===== config.mk =====
export PLATFORM = sky130hd
export DESIGN_NAME = apb_req_master
export DESIGN_NICKNAME = d
export VERILOG_FILES = /design/src/rtl/apb_req_master.sv
export SDC_FILE = /design/constraint.sdc
export NUM_CORES = 1
export LEC_CHECK = 0
export CAP_MARGIN = 20
export CORE_MARGIN = 5
export CORE_UTILIZATION = 41
export DETAILED_ROUTE_END_ITERATION = 8
export MAX_ROUTING_LAYER = met4
export PLACE_DENSITY_LB_ADDON = 0.12
export SLEW_MARGIN = 20
export SYNTH_ARGS = -nofsm -noshare
export SYNTH_HDL_FRONTEND = slang
export SYNTH_SLANG_ARGS = --single-unit

===== constraint.sdc =====
create_clock -name pclk -period 2.6 [get_ports pclk]
set_clock_uncertainty 0.2 [all_clocks]
set_input_delay 0.26 -clock pclk [delete_from_list [all_inputs] [get_ports pclk]]
set_output_delay 0.26 -clock pclk [all_outputs]
set_load 0.01 [all_outputs]

===== src/rtl/apb_req_master.sv =====
// APB4 requester: turns a valid/ready command into one SETUP/ACCESS transfer
// and reports the outcome as a one-cycle response pulse.
module apb_req_master #(
    parameter int ADDR_W      = 32,
    parameter int DATA_W      = 32,
    parameter int TIMEOUT_CYC = 16
) (
    input  logic                pclk,
    input  logic                prst_n,
    input  logic                req_valid,
    output logic                req_ready,
    input  logic                req_write,
    input  logic [ADDR_W-1:0]   req_addr,
    input  logic [DATA_W-1:0]   req_wdata,
    input  logic [DATA_W/8-1:0] req_strb,
    input  logic [2:0]          req_prot,
    output logic                rsp_valid,
    output logic [DATA_W-1:0]   rsp_rdata,
    output logic                rsp_err,
    output logic                rsp_timeout,
    output logic                psel,
    output logic                penable,
    output logic                pwrite,
    output logic [ADDR_W-1:0]   paddr,
    output logic [DATA_W-1:0]   pwdata,
    output logic [DATA_W/8-1:0] pstrb,
    output logic [2:0]          pprot,
    input  logic                pready,
    input  logic [DATA_W-1:0]   prdata,
    input  logic                pslverr
);

    localparam int STRB_W = DATA_W / 8;
    localparam int CW     = (TIMEOUT_CYC > 0) ? $clog2(TIMEOUT_CYC + 1) : 1;
    localparam bit TO_EN  = (TIMEOUT_CYC > 0);
    localparam logic [CW-1:0] TO_VAL = CW'(TIMEOUT_CYC);

    typedef enum logic [1:0] {
        IDLE,
        SETUP,
        ACCESS
    } state_e;

    state_e              state_q;
    logic [CW-1:0]       cnt_q;
    logic [CW-1:0]       cnt_d;
    logic                to_hit;
    logic                done;

    logic                req_ready_q;
    logic                rsp_valid_q;
    logic [DATA_W-1:0]   rsp_rdata_q;
    logic                rsp_err_q;
    logic                rsp_timeout_q;
    logic                psel_q;
    logic                penable_q;
    logic                pwrite_q;
    logic [ADDR_W-1:0]   paddr_q;
    logic [DATA_W-1:0]   pwdata_q;
    logic [STRB_W-1:0]   pstrb_q;
    logic [2:0]          pprot_q;

    // Saturating wait counter next value and timeout detection for this cycle
    always_comb begin
        cnt_d = cnt_q;
        if (cnt_q != '1) begin
            cnt_d = cnt_q + CW'(1);
        end
        done   = psel_q && penable_q && pready;
        to_hit = TO_EN && (cnt_d == TO_VAL);
    end

    // Transfer FSM; every APB and response output is registered here
    always_ff @(posedge pclk or negedge prst_n) begin
        if (!prst_n) begin
            state_q       <= IDLE;
            cnt_q         <= '0;
            req_ready_q   <= 1'b0;
            rsp_valid_q   <= 1'b0;
            rsp_rdata_q   <= '0;
            rsp_err_q     <= 1'b0;
            rsp_timeout_q <= 1'b0;
            psel_q        <= 1'b0;
            penable_q     <= 1'b0;
            pwrite_q      <= 1'b0;
            paddr_q       <= '0;
            pwdata_q      <= '0;
            pstrb_q       <= '0;
            pprot_q       <= '0;
        end else begin
            rsp_valid_q <= 1'b0;
            unique case (state_q)
                IDLE: begin
                    psel_q      <= 1'b0;
                    penable_q   <= 1'b0;
                    req_ready_q <= 1'b1;
                    if (req_valid && req_ready_q) begin
                        paddr_q     <= req_addr;
                        pwrite_q    <= req_write;
                        pprot_q     <= req_prot;
                        pwdata_q    <= req_write ? req_wdata : '0;
                        pstrb_q     <= req_write ? req_strb : '0;
                        psel_q      <= 1'b1;
                        req_ready_q <= 1'b0;
                        cnt_q       <= '0;
                        state_q     <= SETUP;
                    end
                end
                SETUP: begin
                    penable_q <= 1'b1;
                    state_q   <= ACCESS;
                end
                ACCESS: begin
                    if (done) begin
                        rsp_valid_q   <= 1'b1;
                        rsp_err_q     <= pslverr;
                        rsp_timeout_q <= 1'b0;
                        rsp_rdata_q   <= pwrite_q ? '0 : prdata;
                        psel_q        <= 1'b0;
                        penable_q     <= 1'b0;
                        req_ready_q   <= 1'b1;
                        state_q       <= IDLE;
                    end else if (to_hit) begin
                        rsp_valid_q   <= 1'b1;
                        rsp_err_q     <= 1'b1;
                        rsp_timeout_q <= 1'b1;
                        rsp_rdata_q   <= '0;
                        psel_q        <= 1'b0;
                        penable_q     <= 1'b0;
                        req_ready_q   <= 1'b1;
                        cnt_q         <= cnt_d;
                        state_q       <= IDLE;
                    end else begin
                        cnt_q <= cnt_d;
                    end
                end
                default: begin
                    state_q <= IDLE;
                end
            endcase
        end
    end

    assign req_ready   = req_ready_q;
    assign rsp_valid   = rsp_valid_q;
    assign rsp_rdata   = rsp_rdata_q;
    assign rsp_err     = rsp_err_q;
    assign rsp_timeout = rsp_timeout_q;
    assign psel        = psel_q;
    assign penable     = penable_q;
    assign pwrite      = pwrite_q;
    assign paddr       = paddr_q;
    assign pwdata      = pwdata_q;
    assign pstrb       = pstrb_q;
    assign pprot       = pprot_q;

endmodule


==> metrics <==
outcome=finished, final reports clean; # IOs=219; Period minus WS final=about 2.3 ns; drt pass-1 iters=4; Worst IR Drop VDD=0.628 mV; Num CTS Buffers=17; setup TNS=0 ns; Net Sw Power=roughly 2800 µW; CP startpoint kind=flop; Antenna Cells=0; drc violations=0; initial core utilization=a little over two fifths; TritonCTS clock tree=done; Die ar.=0.0133 mm²; Post-Syn Instances=454; root buffer cell=clkbuf_8; Worst setup EP type=flop; vias per cell=a little under 5; gpl congestion=about 0.8; grt ovf=0; worst hold path type=in -> reg; Fmax achieved=between 400 and 500 MHz; clk buf depth=2; Int Power=~5700 µW; Max Slew Vio Count=0; Distinct cells, synth=29; Place WS=0.159 ns; WP data arrival=about 2.5 ns; antenna-violating nets left=0; Reg clk slew, reported paths=around 0.05 ns; register share of total power=~36%; core area=between 0.01 and 0.015 mm²; Chip Height=around 120 µm; first-pass GRT wire length=~21 mm; WS Path Type=reg -> reg; RSZ-0062 raised after global routing=no; vias=around 4100; Area contributors post-synth=dfrtp_1, nand2_1, a22o_1, nand3_1, clkbuf_1; dpl hpwl=roughly 9.4 mm; Yosys top cell by area=dfrtp_1; fraction of registers with async set/reset=100%; Leakage Power=approximately 0.0035 µW; count leader, synth=nand2_1; final setup vio count=0; PD cells=between 1000 and 1500 mW/mm²; syn nets=564; sw frac=32.6%; WP buf/inv=0; crit-path max cell delay=approximately 0.47 ns; Yosys reg bits=approximately 120; Wirelength per Cell=approximately 16 µm; Hold Fails Final Rpt=0; layout cell share with drive strength beyond 1=under 10%; Routed Wire Length=about 13 mm; Max FO, Critical Path=17; final worst slack=about 0.28 ns; port bufs=about 220; Pwr Total=around 8500 µW; CTS H-tree lvls=4; Avg Inst Size Synth=approximately 10 µm²; vias in the first global route=between 4000 and 5000; width of the die=~120 µm; CP Data Required Time=~2.8 ns; clock group share of total power=23.0%; final worst path period share=around nine tenths; # fillers=895; Most used DFF post-synth=dfrtp_1; post-route insts no fill=825; number of flops mapped to enable cells by yosys=0; Post-Syn Area=approximately 0.0046 mm²; yosys warns=0; initial antenna violation count=0; Clock Latency Late Sink=roughly 0.50 ns; post-synth top area share=64.3%; critical path's top delay family=compound AO/OA/AOI/OAI gates; post-layout util=between 60% and 70%; worst-path cell chain=ha_1, nand3_1, or3_1, o211ai_2, o211ai_4, a22o_1; max cap viols=0; clock sink count=approximately 120; largest net degree at the start of global routing=51; Slew HR=between 50% and 60%; Comb pwr share=just over 40%; FP Rows=38; GRT Overall Usage=20.6%; dpl cells=about 790; most common library cells after synthesis=nand2_1, dfrtp_1, nand3_1; fin nets=785; CP max stage cell=dfrtp_1; sequential area share after synthesis=between 60% and 70%; Worst-Margin Slew=~0.67 ns; number of DRC markers in iteration 0=between 200 and 300; Area Overhead vs Synth=62.6%
-- cells in the final DEF, fill, tap and decap left out, types with 2 or more instances in the layout --
master           netlist  routed
clkbuf_8               0       4
clkbuf_16              0      16
buf_4                  0       9
mux2i_1                2       2
and3_1                 2       2
nand3_1               41      40
dfrtp_1              117     117
a22o_1                32      32
nand2_1              188     188
a21oi_1                7       7
nor2_1                 9       8
clkbuf_1              16       3
nand2b_1               3       3
clkinv_2               0       6
o21ai_0                6       6
inv_1                  5       4
a31oi_1                2       2
clkdlybuf4s50_1        0     217
o211ai_4               1       2
-- cell families (layout without fill, tap and decap cells) --
logic type / count (synthesis) / in the layout / share of synthesized area, %
AO/OA/AOI/OAI: 52 / 53 / 9.21
adder cells (fa/ha/maj): 1 / 1 / 0.275
buffers and inverters: 32 / 262 / 3.22
flip-flops: 117 / 117 / 64.3
multiplexers: 2 / 2 / 0.440
AND/OR/NAND/NOR: 250 / 250 / 22.6
-- layer usage --
| metal | share of wire [%] | global-route usage, % | wire (µm) | up-vias |
|---|---|---|---|---|
| li1 | - | - | - | 1940 |
| met3 | 9.3 | 7.95 | 1240 | 27 |
| met2 | 46 | 30.5 | 6150 | 172 |
| met1 | 42 | 25.8 | 5600 | 1954 |
| met5 | 0 | - | 0 | - |
| met4 | 2.5 | 7.43 | 330 | 0 |
-- power groups by stage --
stage,Combinational [µW],Clock [µW],Sequential (µW)
after CTS,3480,2000,3060
after global placement,3370,0,3060
after detailed placement,3460,0,3080
after floorplan,1080,0,3390
final,3450,1950,3060
after global routing,3770,2100,3170
-- flip-flops by register name (all words and copies together) (netlist names) --
register / count
cnt_q: 5
rsp_timeout: 1
rsp_rdata: 32
pwrite: 1
penable: 1
pstrb: 4
req_ready: 1
pwdata: 32
psel: 1
state_q: 2
paddr: 32
rsp_valid: 1
rsp_err: 1
pprot: 3
-- what timing repair did --
item / 4_1_cts / 5_1_grt
gates resized for setup: 0 / 2
buffers inserted: 0 / 0
setup endpoints to repair: 0 / 30
endpoints found under the hold margin: 47 / 0
hold buffers: 1 / 0
-- path summary, 6_finish.rpt --
check,startpoint,to,slack [ns],depth (start not counted)
max,cnt_q[0],rsp_rdata[19],0.28,6
min,req_addr[17],paddr[17],0.08,3
max reg2reg,cnt_q[0],rsp_rdata[19],0.28,6
min reg2reg,pwdata[1],pwdata[1],0.26,2
max in group asynchronous,prst_n,paddr[7],1.36,3
min in group asynchronous,prst_n,pwdata[8],0.13,2
-- per-stage QoR --
stage	hold WS, ns	cell area, µm²
CTS	0.0581	7370
global placement	0.122	6870
global route	0.0661	7400
detailed placement	0.137	6870
floorplan	-0.236	4550
finish	0.0834	7400
-- layout make-up --
class                           count  area (µm²)  area share, %
Timing Repair Buffer              228        2270           30.7
Multi-Input combinational cell    306        1520           20.5
Clock inverter                      6        30.0          0.406
Tap cell                          140         175           2.37
Sequential cell                   117        2930           39.5
Inverter                            5        18.8          0.253
Clock buffer                       23         467           6.30
-- worst reg2reg max path: stages, from the launching register on --
cell,delay [ns]
dfrtp_1,0.47
ha_1,0.28
nand3_1,0.11
or3_1,0.39
o211ai_2,0.16
o211ai_4,0.27
a22o_1,0.32
Power figures use the tool's default switching activity.
